`src/rtl/dmem_pkg.sv`:
```
// Shared definitions for the data-memory arbiter: access-width encoding,
// FSM state type and the alignment helper.
package dmem_pkg;

    localparam logic [1:0] WIDTH_B = 2'd0;
    localparam logic [1:0] WIDTH_H = 2'd1;
    localparam logic [1:0] WIDTH_W = 2'd2;
    localparam logic [1:0] WIDTH_D = 2'd3;

    typedef enum logic [1:0] {
        IDLE  = 2'd0,
        ISSUE = 2'd1,
        RESP  = 2'd2
    } state_t;

    // Byte accesses can never be misaligned; wider ones need their low address bits clear.
    function automatic logic isMisaligned(input logic [1:0] width, input logic [2:0] addrLow);
        logic mis;
        mis = 1'b0;
        case (width)
            WIDTH_H: mis = addrLow[0];
            WIDTH_W: mis = |addrLow[1:0];
            WIDTH_D: mis = |addrLow;
            default: mis = 1'b0;
        endcase
        return mis;
    endfunction

endpackage

```
`src/rtl/dmem_arbiter_if.sv`:
```
// Requester-side bundle for the two-port data-memory arbiter; requesters use
// the master modport, the arbiter uses the slave modport.
interface dmem_arbiter_if #(
    parameter int REG_WIDTH = 64
);

    logic                 r0_valid;
    logic                 r0_ready;
    logic                 r0_write;
    logic                 r0_sign;
    logic [1:0]           r0_width;
    logic [REG_WIDTH-1:0] r0_addr;
    logic [REG_WIDTH-1:0] r0_wdata;
    logic                 r0_resp_valid;
    logic                 r0_resp_err;
    logic [REG_WIDTH-1:0] r0_rdata;

    logic                 r1_valid;
    logic                 r1_ready;
    logic                 r1_write;
    logic                 r1_sign;
    logic [1:0]           r1_width;
    logic [REG_WIDTH-1:0] r1_addr;
    logic [REG_WIDTH-1:0] r1_wdata;
    logic                 r1_resp_valid;
    logic                 r1_resp_err;
    logic [REG_WIDTH-1:0] r1_rdata;

    modport master (
        output r0_valid, r0_write, r0_sign, r0_width, r0_addr, r0_wdata,
        input  r0_ready, r0_resp_valid, r0_resp_err, r0_rdata,
        output r1_valid, r1_write, r1_sign, r1_width, r1_addr, r1_wdata,
        input  r1_ready, r1_resp_valid, r1_resp_err, r1_rdata
    );

    modport slave (
        input  r0_valid, r0_write, r0_sign, r0_width, r0_addr, r0_wdata,
        output r0_ready, r0_resp_valid, r0_resp_err, r0_rdata,
        input  r1_valid, r1_write, r1_sign, r1_width, r1_addr, r1_wdata,
        output r1_ready, r1_resp_valid, r1_resp_err, r1_rdata
    );

endinterface

```
`src/rtl/rr_arb2.sv`:
```
// Two-way round-robin arbiter: a lone request always wins, a tie goes to the
// requester that was not granted last time.
module rr_arb2 (
    input  logic [1:0] i_req,
    input  logic       i_lastGrant,
    output logic [1:0] o_grant
);

    assign o_grant[0] = i_req[0] & (~i_req[1] | i_lastGrant);
    assign o_grant[1] = i_req[1] & (~i_req[0] | ~i_lastGrant);

endmodule

```
`src/rtl/dmem_arbiter.sv`:
```
// Shares one registered-read data memory between two requesters: arbitrate in
// IDLE, drive the memory for one ISSUE cycle, return the result in RESP.
module dmem_arbiter
    import dmem_pkg::*;
#(
    parameter int REG_WIDTH  = 64,
    parameter int ADDR_WIDTH = 10
) (
    input  logic                 clk,
    input  logic                 rst,
    dmem_arbiter_if.slave        bus,
    output logic                 MemRead,
    output logic                 MemWrite,
    output logic                 MemSign,
    output logic [1:0]           MemWidth,
    output logic [REG_WIDTH-1:0] full_addr,
    output logic [REG_WIDTH-1:0] wdata,
    input  logic [REG_WIDTH-1:0] rdata
);

    state_t                 r_state;
    logic                   r_lastGrant;
    logic                   r_id;
    logic                   r_write;
    logic                   r_sign;
    logic                   r_mis;
    logic [1:0]             r_width;
    logic [ADDR_WIDTH-1:0]  r_addr;
    logic [REG_WIDTH-1:0]   r_wdata;

    logic [1:0]             w_req;
    logic [1:0]             w_grant;
    logic                   w_hs;
    logic                   w_gid;
    logic                   w_selWrite;
    logic                   w_selSign;
    logic [1:0]             w_selWidth;
    logic [ADDR_WIDTH-1:0]  w_selAddr;
    logic [REG_WIDTH-1:0]   w_selWdata;
    logic                   w_selMis;
    logic                   w_issue;
    logic                   w_resp;
    logic                   w_loadOk;

    // Requests only compete while idle and out of reset, so ready stays low otherwise.
    assign w_req = {bus.r1_valid, bus.r0_valid} & {2{(r_state == IDLE) && !rst}};

    rr_arb2 u_arb (
        .i_req       (w_req),
        .i_lastGrant (r_lastGrant),
        .o_grant     (w_grant)
    );

    assign bus.r0_ready = w_grant[0];
    assign bus.r1_ready = w_grant[1];
    assign w_hs         = |w_grant;
    assign w_gid        = w_grant[1];

    assign w_selWrite = w_gid ? bus.r1_write : bus.r0_write;
    assign w_selSign  = w_gid ? bus.r1_sign  : bus.r0_sign;
    assign w_selWidth = w_gid ? bus.r1_width : bus.r0_width;
    assign w_selAddr  = w_gid ? bus.r1_addr[ADDR_WIDTH-1:0] : bus.r0_addr[ADDR_WIDTH-1:0];
    assign w_selWdata = w_gid ? bus.r1_wdata : bus.r0_wdata;
    assign w_selMis   = isMisaligned(w_selWidth, w_selAddr[2:0]);

    always_ff @(posedge clk) begin
        if (rst) begin
            r_state     <= IDLE;
            r_lastGrant <= 1'b1;
            r_id        <= 1'b0;
            r_write     <= 1'b0;
            r_sign      <= 1'b0;
            r_mis       <= 1'b0;
            r_width     <= WIDTH_B;
            r_addr      <= '0;
            r_wdata     <= '0;
        end else begin
            case (r_state)
                IDLE: begin
                    if (w_hs) begin
                        r_id        <= w_gid;
                        r_lastGrant <= w_gid;
                        r_write     <= w_selWrite;
                        r_sign      <= w_selSign;
                        r_width     <= w_selWidth;
                        r_addr      <= w_selAddr;
                        r_wdata     <= w_selWdata;
                        r_mis       <= w_selMis;
                        r_state     <= ISSUE;
                    end
                end
                ISSUE:   r_state <= RESP;
                RESP:    r_state <= IDLE;
                default: r_state <= IDLE;
            endcase
        end
    end

    // A misaligned access still occupies its slot but never touches memory.
    assign w_issue   = (r_state == ISSUE);
    assign MemRead   = w_issue && !rst && !r_mis && !r_write;
    assign MemWrite  = w_issue && !rst && !r_mis &&  r_write;
    assign MemSign   = w_issue && r_sign;
    assign MemWidth  = w_issue ? r_width : WIDTH_B;
    assign full_addr = w_issue ? REG_WIDTH'(r_addr) : '0;
    assign wdata     = w_issue ? r_wdata : '0;

    // Reset during RESP suppresses the completion pulse of the aborted transaction.
    assign w_resp   = (r_state == RESP) && !rst;
    assign w_loadOk = w_resp && !r_mis && !r_write;

    assign bus.r0_resp_valid = w_resp && !r_id;
    assign bus.r0_resp_err   = w_resp && !r_id && r_mis;
    assign bus.r0_rdata      = (w_loadOk && !r_id) ? rdata : '0;
    assign bus.r1_resp_valid = w_resp && r_id;
    assign bus.r1_resp_err   = w_resp && r_id && r_mis;
    assign bus.r1_rdata      = (w_loadOk && r_id) ? rdata : '0;

endmodule

```
`src/flat_wrapper.sv`:
```
// flat-port wrapper written by rule: the top's interface ports become plain ports
module dmem_arbiter_flat import dmem_pkg::*;
#(
    parameter int REG_WIDTH  = 64,
    parameter int ADDR_WIDTH = 10
)
  (clk, rst, MemRead, MemWrite, MemSign, MemWidth, full_addr, wdata, rdata, bus_r0_valid, bus_r0_write, bus_r0_sign, bus_r0_width, bus_r0_addr, bus_r0_wdata, bus_r0_ready, bus_r0_resp_valid, bus_r0_resp_err, bus_r0_rdata, bus_r1_valid, bus_r1_write, bus_r1_sign, bus_r1_width, bus_r1_addr, bus_r1_wdata, bus_r1_ready, bus_r1_resp_valid, bus_r1_resp_err, bus_r1_rdata);
  dmem_arbiter_if #(.REG_WIDTH(REG_WIDTH)) bus_i ();
  input  logic clk;
  input  logic rst;
  output logic MemRead;
  output logic MemWrite;
  output logic MemSign;
  output logic [1:0] MemWidth;
  output logic [REG_WIDTH-1:0] full_addr;
  output logic [REG_WIDTH-1:0] wdata;
  input  logic [REG_WIDTH-1:0] rdata;
  input wire logic [$bits(bus_i.r0_valid)-1:0] bus_r0_valid;
  input wire logic [$bits(bus_i.r0_write)-1:0] bus_r0_write;
  input wire logic [$bits(bus_i.r0_sign)-1:0] bus_r0_sign;
  input wire logic [$bits(bus_i.r0_width)-1:0] bus_r0_width;
  input wire logic [$bits(bus_i.r0_addr)-1:0] bus_r0_addr;
  input wire logic [$bits(bus_i.r0_wdata)-1:0] bus_r0_wdata;
  output wire logic [$bits(bus_i.r0_ready)-1:0] bus_r0_ready;
  output wire logic [$bits(bus_i.r0_resp_valid)-1:0] bus_r0_resp_valid;
  output wire logic [$bits(bus_i.r0_resp_err)-1:0] bus_r0_resp_err;
  output wire logic [$bits(bus_i.r0_rdata)-1:0] bus_r0_rdata;
  input wire logic [$bits(bus_i.r1_valid)-1:0] bus_r1_valid;
  input wire logic [$bits(bus_i.r1_write)-1:0] bus_r1_write;
  input wire logic [$bits(bus_i.r1_sign)-1:0] bus_r1_sign;
  input wire logic [$bits(bus_i.r1_width)-1:0] bus_r1_width;
  input wire logic [$bits(bus_i.r1_addr)-1:0] bus_r1_addr;
  input wire logic [$bits(bus_i.r1_wdata)-1:0] bus_r1_wdata;
  output wire logic [$bits(bus_i.r1_ready)-1:0] bus_r1_ready;
  output wire logic [$bits(bus_i.r1_resp_valid)-1:0] bus_r1_resp_valid;
  output wire logic [$bits(bus_i.r1_resp_err)-1:0] bus_r1_resp_err;
  output wire logic [$bits(bus_i.r1_rdata)-1:0] bus_r1_rdata;
  assign bus_i.r0_valid = bus_r0_valid;
  assign bus_i.r0_write = bus_r0_write;
  assign bus_i.r0_sign = bus_r0_sign;
  assign bus_i.r0_width = bus_r0_width;
  assign bus_i.r0_addr = bus_r0_addr;
  assign bus_i.r0_wdata = bus_r0_wdata;
  assign bus_r0_ready = bus_i.r0_ready;
  assign bus_r0_resp_valid = bus_i.r0_resp_valid;
  assign bus_r0_resp_err = bus_i.r0_resp_err;
  assign bus_r0_rdata = bus_i.r0_rdata;
  assign bus_i.r1_valid = bus_r1_valid;
  assign bus_i.r1_write = bus_r1_write;
  assign bus_i.r1_sign = bus_r1_sign;
  assign bus_i.r1_width = bus_r1_width;
  assign bus_i.r1_addr = bus_r1_addr;
  assign bus_i.r1_wdata = bus_r1_wdata;
  assign bus_r1_ready = bus_i.r1_ready;
  assign bus_r1_resp_valid = bus_i.r1_resp_valid;
  assign bus_r1_resp_err = bus_i.r1_resp_err;
  assign bus_r1_rdata = bus_i.r1_rdata;
  dmem_arbiter #(.REG_WIDTH(REG_WIDTH), .ADDR_WIDTH(ADDR_WIDTH)) u_core (.clk(clk), .rst(rst), .bus(bus_i), .MemRead(MemRead), .MemWrite(MemWrite), .MemSign(MemSign), .MemWidth(MemWidth), .full_addr(full_addr), .wdata(wdata), .rdata(rdata));
endmodule
```
`config.mk`:
```
export PLATFORM = sky130hd
export DESIGN_NAME = dmem_arbiter_flat
export DESIGN_NICKNAME = d
export VERILOG_FILES = /design/src/rtl/dmem_pkg.sv /design/src/rtl/dmem_arbiter_if.sv /design/src/rtl/rr_arb2.sv /design/src/rtl/dmem_arbiter.sv /design/src/flat_wrapper.sv
export SDC_FILE = /design/constraint.sdc
export NUM_CORES = 1
export LEC_CHECK = 0
export CAP_MARGIN = 40
export CELL_PAD_IN_SITES_DETAIL_PLACEMENT = 0
export CELL_PAD_IN_SITES_GLOBAL_PLACEMENT = 1
export CORE_AREA = 2 2 235 237
export DETAILED_ROUTE_END_ITERATION = 8
export DIE_AREA = 0 0 237 239
export GPL_ROUTABILITY_DRIVEN = 1
export GPL_TIMING_DRIVEN = 0
export PLACE_DENSITY_LB_ADDON = 0.1
export SYNTH_ARGS = -nofsm -noshare
export SYNTH_HDL_FRONTEND = slang
export SYNTH_SLANG_ARGS = --single-unit
```
`constraint.sdc`:
```
create_clock -name clk -period 3.3 [get_ports clk]
set_input_delay 0.66 -clock clk [delete_from_list [all_inputs] [get_ports clk]]
set_output_delay 0.66 -clock clk [all_outputs]
set_load 0.005 [all_outputs]
```
# [Word level (Yosys, flattened, before mapping)]
# Index checks and enable logic that the tools add are counted.
[totals] wordCells=60 ff_bits=83 out_inout_bits=267 in_bits=332
[classes] n_eq_ne=6 bitwise_logic=8 n_mux=13 reduce_logical=24
[op_table] op="$mux W64" n=4
[op_table] op="$mux W10" n=2
[op_table] op="$logic_and A1 B1 Y1" n=15
[op_table] op="$eq A2 B2 Y1 const B" n=3
[op_table] op="$mux W2" n=3
[op_table] op="$eq A2 B1 Y1 const B" n=2
[op_table] op="$logic_not A1 Y1" n=4
[op_table] op="$pmux W2 S2" n=1
[op_table] op="$reduce_or A2 Y1" n=2
[op_table] op="$not A1 Y1" n=3
[op_table] op="$pmux W1 S3" n=1
[op_table] op="$reduce_or A3 Y1" n=1
[op_table] op="$and A1 B1 Y1" n=2
[op_table] op="$and A2 B2 Y2" n=1
[op_table] op="$logic_not A2 Y1" n=1
[op_table] op="$mux W1" n=2
[op_table] op="$ne A2 B1 Y1 const B" n=1
[op_table] op="$or A1 B1 Y1" n=2
[op_table] op="$reduce_and A2 Y1" n=1

# [Logic depth before layout (Yosys ltp)]
# Gate-level depths: netlist of the first run.
[depth] depth_word=9 ltp_mapped=7 mapped_depth_nobuf=4

# [By module]
# A second synthesis of the first run with hierarchy kept.
[hier_totals] hier_cells=679 hier_area_um2=5666.7
[by_module_without_submodules] mod="dmem_arbiter" cells_each=676 area_each_um2=5647.9 n_inst=1 seq_area_each_um2=1661.6
[by_module_without_submodules] mod="rr_arb2" cells_each=3 area_each_um2=18.8 n_inst=1 seq_area_each_um2=0.0

# [Least setup slack after synthesis of the first run]
# Ideal clock, no wire load.
[synth_timing] path_kind="input port to output port" startpoint="in rst" endpoint="out bus_r0_rdata[10]" stages=5 arrival_ns=1.863 setup_slack_ns=0.777 t_required_ns=2.640 path_buffers=2 path_cell_list="buf_2 nor4b_2 nor3b_2 clkbuf_1 and2_1"
[synth_between] elab_chain_cells=6
[synth_lines] item="from (decl)" line="flat_wrapper.sv:10" source="input logic rst;"
[synth_lines] item="$logic_not A1 Y1" line="dmem_arbiter.sv:109" source="assign w_resp = (r_state == RESP) && !rst;"
[synth_lines] item="$logic_and A1 B1 Y1" line="dmem_arbiter.sv:109"
[synth_lines] item="$logic_and A1 B1 Y1 (2 in a row)" line="dmem_arbiter.sv:110" source="assign w_loadOk = w_resp && !r_mis && !r_write;"
[synth_lines] item="$logic_and A1 B1 Y1" line="dmem_arbiter.sv:114" source="assign bus.r0_rdata = (w_loadOk && !r_id) ? rdata : '0;"
[synth_lines] item="$mux W64" line="dmem_arbiter.sv:114"
[synth_lines] item="to (decl)" line="flat_wrapper.sv:27" source="output wire logic [$bits(bus_i.r0_rdata)-1:0] bus_r0_rdata;"
# Every way passes these cells.

# [Final worst setup path of the first run]
[layout_timing] startpoint="in rst" endpoint="out bus_r1_rdata[50]"
[layout_between] elab_chain_cells=6
[layout_lines] item="$logic_not A1 Y1" line="dmem_arbiter.sv:109"
[layout_lines] item="$logic_and A1 B1 Y1" line="dmem_arbiter.sv:109"
[layout_lines] item="$logic_and A1 B1 Y1 (2 in a row)" line="dmem_arbiter.sv:110"
[layout_lines] item="$logic_and A1 B1 Y1" line="dmem_arbiter.sv:117" source="assign bus.r1_rdata = (w_loadOk && r_id) ? rdata : '0;"
[layout_lines] item="$mux W64" line="dmem_arbiter.sv:117"
[layout_lines] item="to (decl)" line="flat_wrapper.sv:37" source="output wire logic [$bits(bus_i.r1_rdata)-1:0] bus_r1_rdata;"
# Every way passes these cells.

==> impl_results.md, run 1 <==
- Worst path slowest cell: clkdlybuf4s50_1
- Skew-Pair Late Insertion Delay: 0.39 ns
- Fin area: 0.0121 mm2
- Synthesized cell area: 0.00623 mm2
- Area grow syn2layout: 94.5%
- CP Cell Sequence: buf_2, and4bb_2, nor3b_4, buf_6, clkbuf_4, and2_1, clkdlybuf4s50_1
- CP delay by family, top: buffers and inverters
- Slew margin rel.: 56.4%
- H-tree depth: 3
- Total GRT Usage: 15.7%
- Final setup violation count: 0
- Vias per cell: 4.07
- TritonCTS clock tree: done
- CP Launch Type: primary input
- Crit Path Class: primary input to output pin
- Syn. warnings: 0
- DR pass1 iterations: 4
- Post-DRT Antenna Nets: 0
- DR vias: 8212
- Tcrit/Tclk final: 97.2%
- Clock tree buffer depth: 2
- Finished Core Util: 22.3%
- Die ar.: 0.0566 mm2
- Clock root buffer: clkbuf_16
- First-pass GRT wire length: 63800 um
- Placed cell areas: 0.0117 mm2
- Reg clk slew, reported paths: 0.07 ns
- Fin cells: 2020
- Multi-input gate area in the final layout: 0.00392 mm2
- Fmax: 312 MHz
- CP Buf/Inv Count: 4
- Wire per inst: 22.7 um
- Final Slew Violations: 0
- Status: completed
- RSZ-0062 raised after global routing: false
- Cell row count: 86
- CTS Hold Buffers Added: 0
- Mean post-synth cell area: 7.80 um2
- Chip Width: 237 um
- Core Area: 0.0543 mm2
- Pleak: 4.29 nW
- Starting Density: 11.5%
- Vias in the first global route: 8687
- Initial antenna violation count: 16
- Fillers: 6024
- Post-placement cell count: 1997
- DRC viols: 0
- CP arrival: 2.55 ns
- VDD IR max: 0.197 mV
- IO Port Bufs: 434
- Max-cap violations: 0
- Period minus WS final: 3.21 ns
- HPWL Detailed: 36100 um
- DR iter-0 viols: 352
- Share of cells above drive strength 1: 9.24%
- Hold Slack: 0.495 ns
- Tot Pwr: 0.00330 W
- Worst-margin pin slew: 0.650 ns
- Die height: 239 um
- Yosys cell types: 35
- Crit path max fanout: 10
- # clock sinks: 83
- Seq/Total Area, Yosys: 26.7%
- Routed WL: 45800 um
- Final hold vios: 0
- Nets: 1637
- PD cells: 272 mW/mm2
- Largest net degree at the start of global routing: 15
- Max incr delay on CP: 0.56 ns
- Gpl congestion: 0.758
- Critical Path RT: 2.64 ns
- TritonCTS Buffers: 9
- I/O pin count: 599
- Worst Setup End Kind: output pin
- Post-Route Skew: 0.00590 ns
- Seq cells post-synth: 83
- R2R setup slack: 0.95 ns
- Post-Syn Instances: 799
- GR Overflow Total: 0
- Hold Path Class: flip-flop to flip-flop
- Reg area: 0.00166 mm2
[worst min-delay path: cells and delay by family (launching register included)]
family,cells,cell delay [ns]
flops,1,0.31
compound gates,2,0.14
[layout make-up]
| type | instances | share of cell area, % |
|---|---|---|
| antenna | 6 | 0.124 |
| clock inverter | 3 | 0.124 |
| tap | 704 | 7.26 |
| buffer | 160 | 7.54 |
| multi-input combinational | 602 | 32.3 |
| inverter | 4 | 0.124 |
| clock buffer | 13 | 1.98 |
| sequential | 83 | 13.7 |
| timing repair buffer | 445 | 36.8 |
[kinds of logic (layout without fill, tap and decap cells)]
| kind of cell | after synthesis | after routing | share of synthesized area (%) |
|---|---|---|---|
| AND/OR/NAND/NOR | 380 | 380 | 36.9 |
| AO/OA/AOI/OAI | 168 | 168 | 21.8 |
| buffers and inverters | 167 | 625 | 14.5 |
| flip-flops | 83 | 83 | 26.7 |
| other | 1 | 60 | 0.0601 |
[per-stage QoR]
stage	TNS, ns	setup slack, ns
finish	0	0.0940
global route	0	0.00296
floorplan	0	0.777
CTS	0	0.00178
detailed placement	-23.88	-0.603
global placement	-82.94	-0.927
[flip-flops by register name, summed over array words and instances (netlist names), 2 cells and up]
signal	cells
u_core.r_addr	10
u_core.r_wdata	64
u_core.r_width	2
u_core.r_state	2
[power by group]
group / internal [W] / switching [W] / leakage (nW)
registers: 0.00110 / 0.0000606 / 0.682
clock network: 0.000508 / 0.000510 / 0.127
logic: 0.000549 / 0.000574 / 3.48
total: 0.00215 / 0.00114 / 4.29
[synth_stat cells, drive strengths merged]
library cell  count  area, um2
dfxtp            83       1660
a311oi           78        683
o31ai            79        593
clkbuf           83        312
a211oi            2       15.0
o41ai             1       8.76
nand3             1       5.00
nor4b             1       15.0
nor2b             2       12.5
nand2             1       3.75
a32o              1       10.0
and4bb            1       12.5
o2111ai           1       8.76
a21bo             1       10.0
or2               1       6.26
a211o             1       8.76
nor3b             2       25.0
nor3             80        405
buf              80        578
conb              1       3.75
or3               1       6.26
a21oi             3       15.0
nand4            78        488
o32ai             1       8.76
nand2b            2       12.5
inv               4       15.0
nor2              1       3.75
and2            207       1290
nor4              1       6.26
and3              1       6.26
[metal layers]
layer	vias up	wire (um)	track usage [%]
li1	3899	-	-
met1	3891	18100	17.4
met2	355	22400	27.2
met3	49	4410	6.55
met4	18	822	4.64
met5	-	114	0
[repair_timing]
action                                 in CTS  in global routing
endpoints found under the hold margin       0                  0
setup endpoints to repair                 147                 54
setup buffers                               1                  3
pin swaps                                   0                  1
resized for setup                          31                 14
[final timing paths]
kind	depth (start not counted)	endpoint	start
min reg2reg	2	u_core.r_wdata[46]	u_core.r_wdata[46]
max reg2reg	6	u_core.r_wdata[1]	u_core.r_state[1]
min	2	u_core.r_wdata[46]	u_core.r_wdata[46]
max	7	bus_r1_rdata[50]	rst
[placed cells by master, fill, tap and decap left out, types with 11 or more instances in the layout]
cell type	count
clkbuf_1	67
nand4_1	78
conb_1	54
clkbuf_2	12
buf_4	58
a311oi_1	78
and2_1	207
dfxtp_1	81
buf_1	11
nor3_1	79
buf_6	15
o31ai_1	79
clkdlybuf4s50_1	430
No activity file was read; power rests on OpenSTA's default activity.
==> inputs of run 2 (changes only) <==
--- a/config.mk
+++ b/config.mk
@@ -8,9 +8,10 @@
 export CAP_MARGIN = 40
 export CELL_PAD_IN_SITES_DETAIL_PLACEMENT = 0
 export CELL_PAD_IN_SITES_GLOBAL_PLACEMENT = 1
-export CORE_AREA = 2 2 235 237
+export CORE_AREA = 2 2 232 234
+export CTS_CLUSTER_DIAMETER = 50
 export DETAILED_ROUTE_END_ITERATION = 8
-export DIE_AREA = 0 0 237 239
+export DIE_AREA = 0 0 234 236
 export GPL_ROUTABILITY_DRIVEN = 1
 export GPL_TIMING_DRIVEN = 0
 export PLACE_DENSITY_LB_ADDON = 0.1
==> constraint.sdc (replaced) <==
create_clock -name clk -period 2.65 [get_ports clk]
set_input_delay 0.53 -clock clk [delete_from_list [all_inputs] [get_ports clk]]
set_output_delay 0.53 -clock clk [all_outputs]
set_load 0.005 [all_outputs]
==> run 2 against run 1 <==
Sequential cell count unchanged. Clock skew increased by 0.0037 ns. Combinational power increased by 29%. Power increased by 31%. Final cell count about the same. Non-clock buffer count increased by 12. Critical endpoint is now full_addr[3]. Largest cell class unchanged.
==> impl_results.md, run 2 (same netlist as run 1, synthesis figures left out) <==
- Final setup violation count: 0 (unchanged)
- Largest register by flop count: u_core.r_wdata
- CTS Hold Buffers Added: 0 (unchanged)
- Nets: 1649 (+0.73%)
- Fillers: 5937 (-1.4%)
- Initial antenna violation count: 18 (+2)
- Crit path max fanout: 10 (unchanged)
- Hold Slack: 0.496 ns (+0.000409 ns)
- Fin area: 0.0122 mm2 (+0.38%)
- Placed cell areas: 0.0117 mm2 (-0.34%)
- Fmax: 389 MHz
- Max FFs per register: 64 (unchanged)
- I/O pin count: 599 (unchanged)
- Hold Path Class: flip-flop to flip-flop
- VDD IR max: 0.249 mV (+26%)
- Tcrit/Tclk final: 97.0%
- IO Port Bufs: 434 (unchanged)
- DR vias: 8246 (+0.41%)
- Starting Density: 11.7% (+0.27 points)
- Skew-Pair Late Insertion Delay: 0.35 ns (-0.04 ns)
- Period minus WS final: 2.57 ns
- Status: completed
- Gpl congestion: 0.760 (+0.26%)
- DRC viols: 0 (unchanged)
- Vias in the first global route: 8902 (+2.5%)
- H-tree depth: 3 (unchanged)
- Chip Width: 234 um (-1.3%)
- Final hold vios: 0 (unchanged)
- HP Start: u_core.r_id
- HPWL Detailed: 37700 um (+4.6%)
- Worst path slowest cell: clkdlybuf4s50_1
- Reg clk slew, reported paths: 0.07 ns (about the same)
- Largest net degree at the start of global routing: 18 (+3)
- DR pass1 iterations: 4 (unchanged)
- Routed WL: 47500 um (+3.7%)
- TritonCTS clock tree: done
- CP arrival: 2.04 ns (-0.51 ns)
- TritonCTS Buffers: 9 (unchanged)
- PD cells: 355 mW/mm2 (+31%)
- Worst Setup End Kind: output pin
- Hold depth: 2 (unchanged)
- Biggest regs: u_core.r_wdata x64, u_core.r_addr x10
- # clock sinks: 83 (unchanged)
- Hold Crit Endpoint: u_core.r_id
- CP Cell Sequence: nor2b_4, buf_8, clkbuf_8, and2_1, clkdlybuf4s50_1
- Core Area: 0.0531 mm2 (-2.3%)
- Max incr delay on CP: 0.57 ns (about the same)
- Die ar.: 0.0552 mm2 (-2.5%)
- Die height: 236 um (-1.3%)
- Worst reg2reg path depth: 6 (unchanged)
- Final Slew Violations: 0 (unchanged)
- Wire per inst: 23.5 um (+3.6%)
- Post-DRT Antenna Nets: 0 (unchanged)
- Share of cells above drive strength 1: 18.3% (+9.1 points)
- R2R setup slack: 0.45 ns (-0.50 ns)
- Worst-margin pin slew: 0.741 ns (+0.0909 ns)
- Crit Path Class: flip-flop to output pin
- Vias per cell: 4.08 (+0.31%)
- First-pass GRT wire length: 65600 um (+2.9%)
- Area grow syn2layout: 95.3%
- Max-cap violations: 0 (unchanged)
- RSZ-0062 raised after global routing: true
- Slew margin rel.: 50.6% (-5.8 points)
- Post-Route Skew: 0.00964 ns (+0.00374 ns)
- Cell row count: 85 (-1.2%)
- Most common cell after layout, fill and taps aside: clkdlybuf4s50_1
- Clock root buffer: clkbuf_16
- Total GRT Usage: 16.6% (+0.91 points)
- GR Overflow Total: 0 (unchanged)
- CP Launch Type: flip-flop
- Worst R2R Start: u_core.r_state[0]
- Clock tree buffer depth: 2 (unchanged)
- Critical Path RT: 2.12 ns (-0.52 ns)
- R2R Path End: u_core.r_wdata[7]
- DR iter-0 viols: 343 (-2.6%)
- Pleak: 4.95 nW (+15%)
- Most frequent cells in the layout: 280 x clkdlybuf4s50_1, 190 x and2_1, 80 x dfxtp_1
run 2: metrics by stage:
| stage | setup TNS [ns] | power, W | std cells | setup WS [ns] | util, % |
|---|---|---|---|---|---|
| 3_3_place_gp | -151.40 | 0.00287 | 1982 | -1.20 | 21.9 |
| 3_5_place_dp | -128.87 | 0.00287 | 1986 | -1.22 | 22.0 |
| 5_1_grt | -0.137 | 0.00454 | 2020 | -0.0538 | 22.9 |
| 2_1_floorplan | 0 | 0.00203 | 852 | 0.387 | - |
| 4_1_cts | -0.834 | 0.00441 | 2016 | -0.0752 | 23.2 |
| 6_report | 0 | 0.00432 | 2022 | 0.0807 | 22.9 |
run 2: worst max path at each step:
stage                            from          endpoint  slack (ns)  cells after the start
CTS                      bus_r0_valid      bus_r0_ready       -0.08                      5
finish              u_core.r_state[0]      full_addr[3]        0.08                      5
detailed placement       bus_r1_valid      bus_r0_ready       -1.22                      7
floorplan                         rst  bus_r0_rdata[10]        0.39                      5
global route        u_core.r_state[0]  bus_r0_rdata[60]       -0.05                      6
global placement         bus_r1_valid      bus_r0_ready       -1.20                      7
run 2: final cells by class:
class                           count  area, um2  area share (%)
Timing Repair Buffer              460       4220            34.7
Multi-Input combinational cell    602       3970            32.6
Sequential cell                    83       1670            13.7
Buffer                            157       1100            9.05
Tap cell                          696        871            7.15
Clock buffer                       10        239            1.96
Clock inverter                      3       65.1           0.534
Antenna cell                        7       17.5           0.144
Inverter                            4       15.0           0.123
run 2: report_power, final:
| group | total, W | leakage (nW) | switching, W | internal (W) |
|---|---|---|---|---|
| Combinational | 0.00145 | 4.11 | 0.000729 | 0.000717 |
| Clock | 0.00143 | 0.150 | 0.000596 | 0.000837 |
| Sequential | 0.00144 | 0.683 | 0.0000766 | 0.00137 |
| Total | 0.00432 | 4.95 | 0.00140 | 0.00292 |
run 2: timing repair:
action                                  CTS  global route
cloned                                    2             0
buffers inserted                         19             3
endpoints found under the setup margin  209           103
endpoints found under the hold margin     0             0
gates resized for setup                 385           127
pin swaps                                 3             7
run 2: per-layer routing:
metal	part of all wire, %	wire length (um)	GRT usage (%)	vias up
li1	-	-	-	3905
met1	37	17700	17.5	3962
met2	52	24500	29.8	326
met3	9.7	4590	7.18	39
met4	1.3	612	4.18	14
met5	0.18	87	0	-
run 2: worst max-delay path: cells and delay by family, from the launching register on:
family                 cells  cell delay [ns]
buffers and inverters      3             0.91
AND/OR/NAND/NOR            2             0.38
flip-flops                 1             0.40
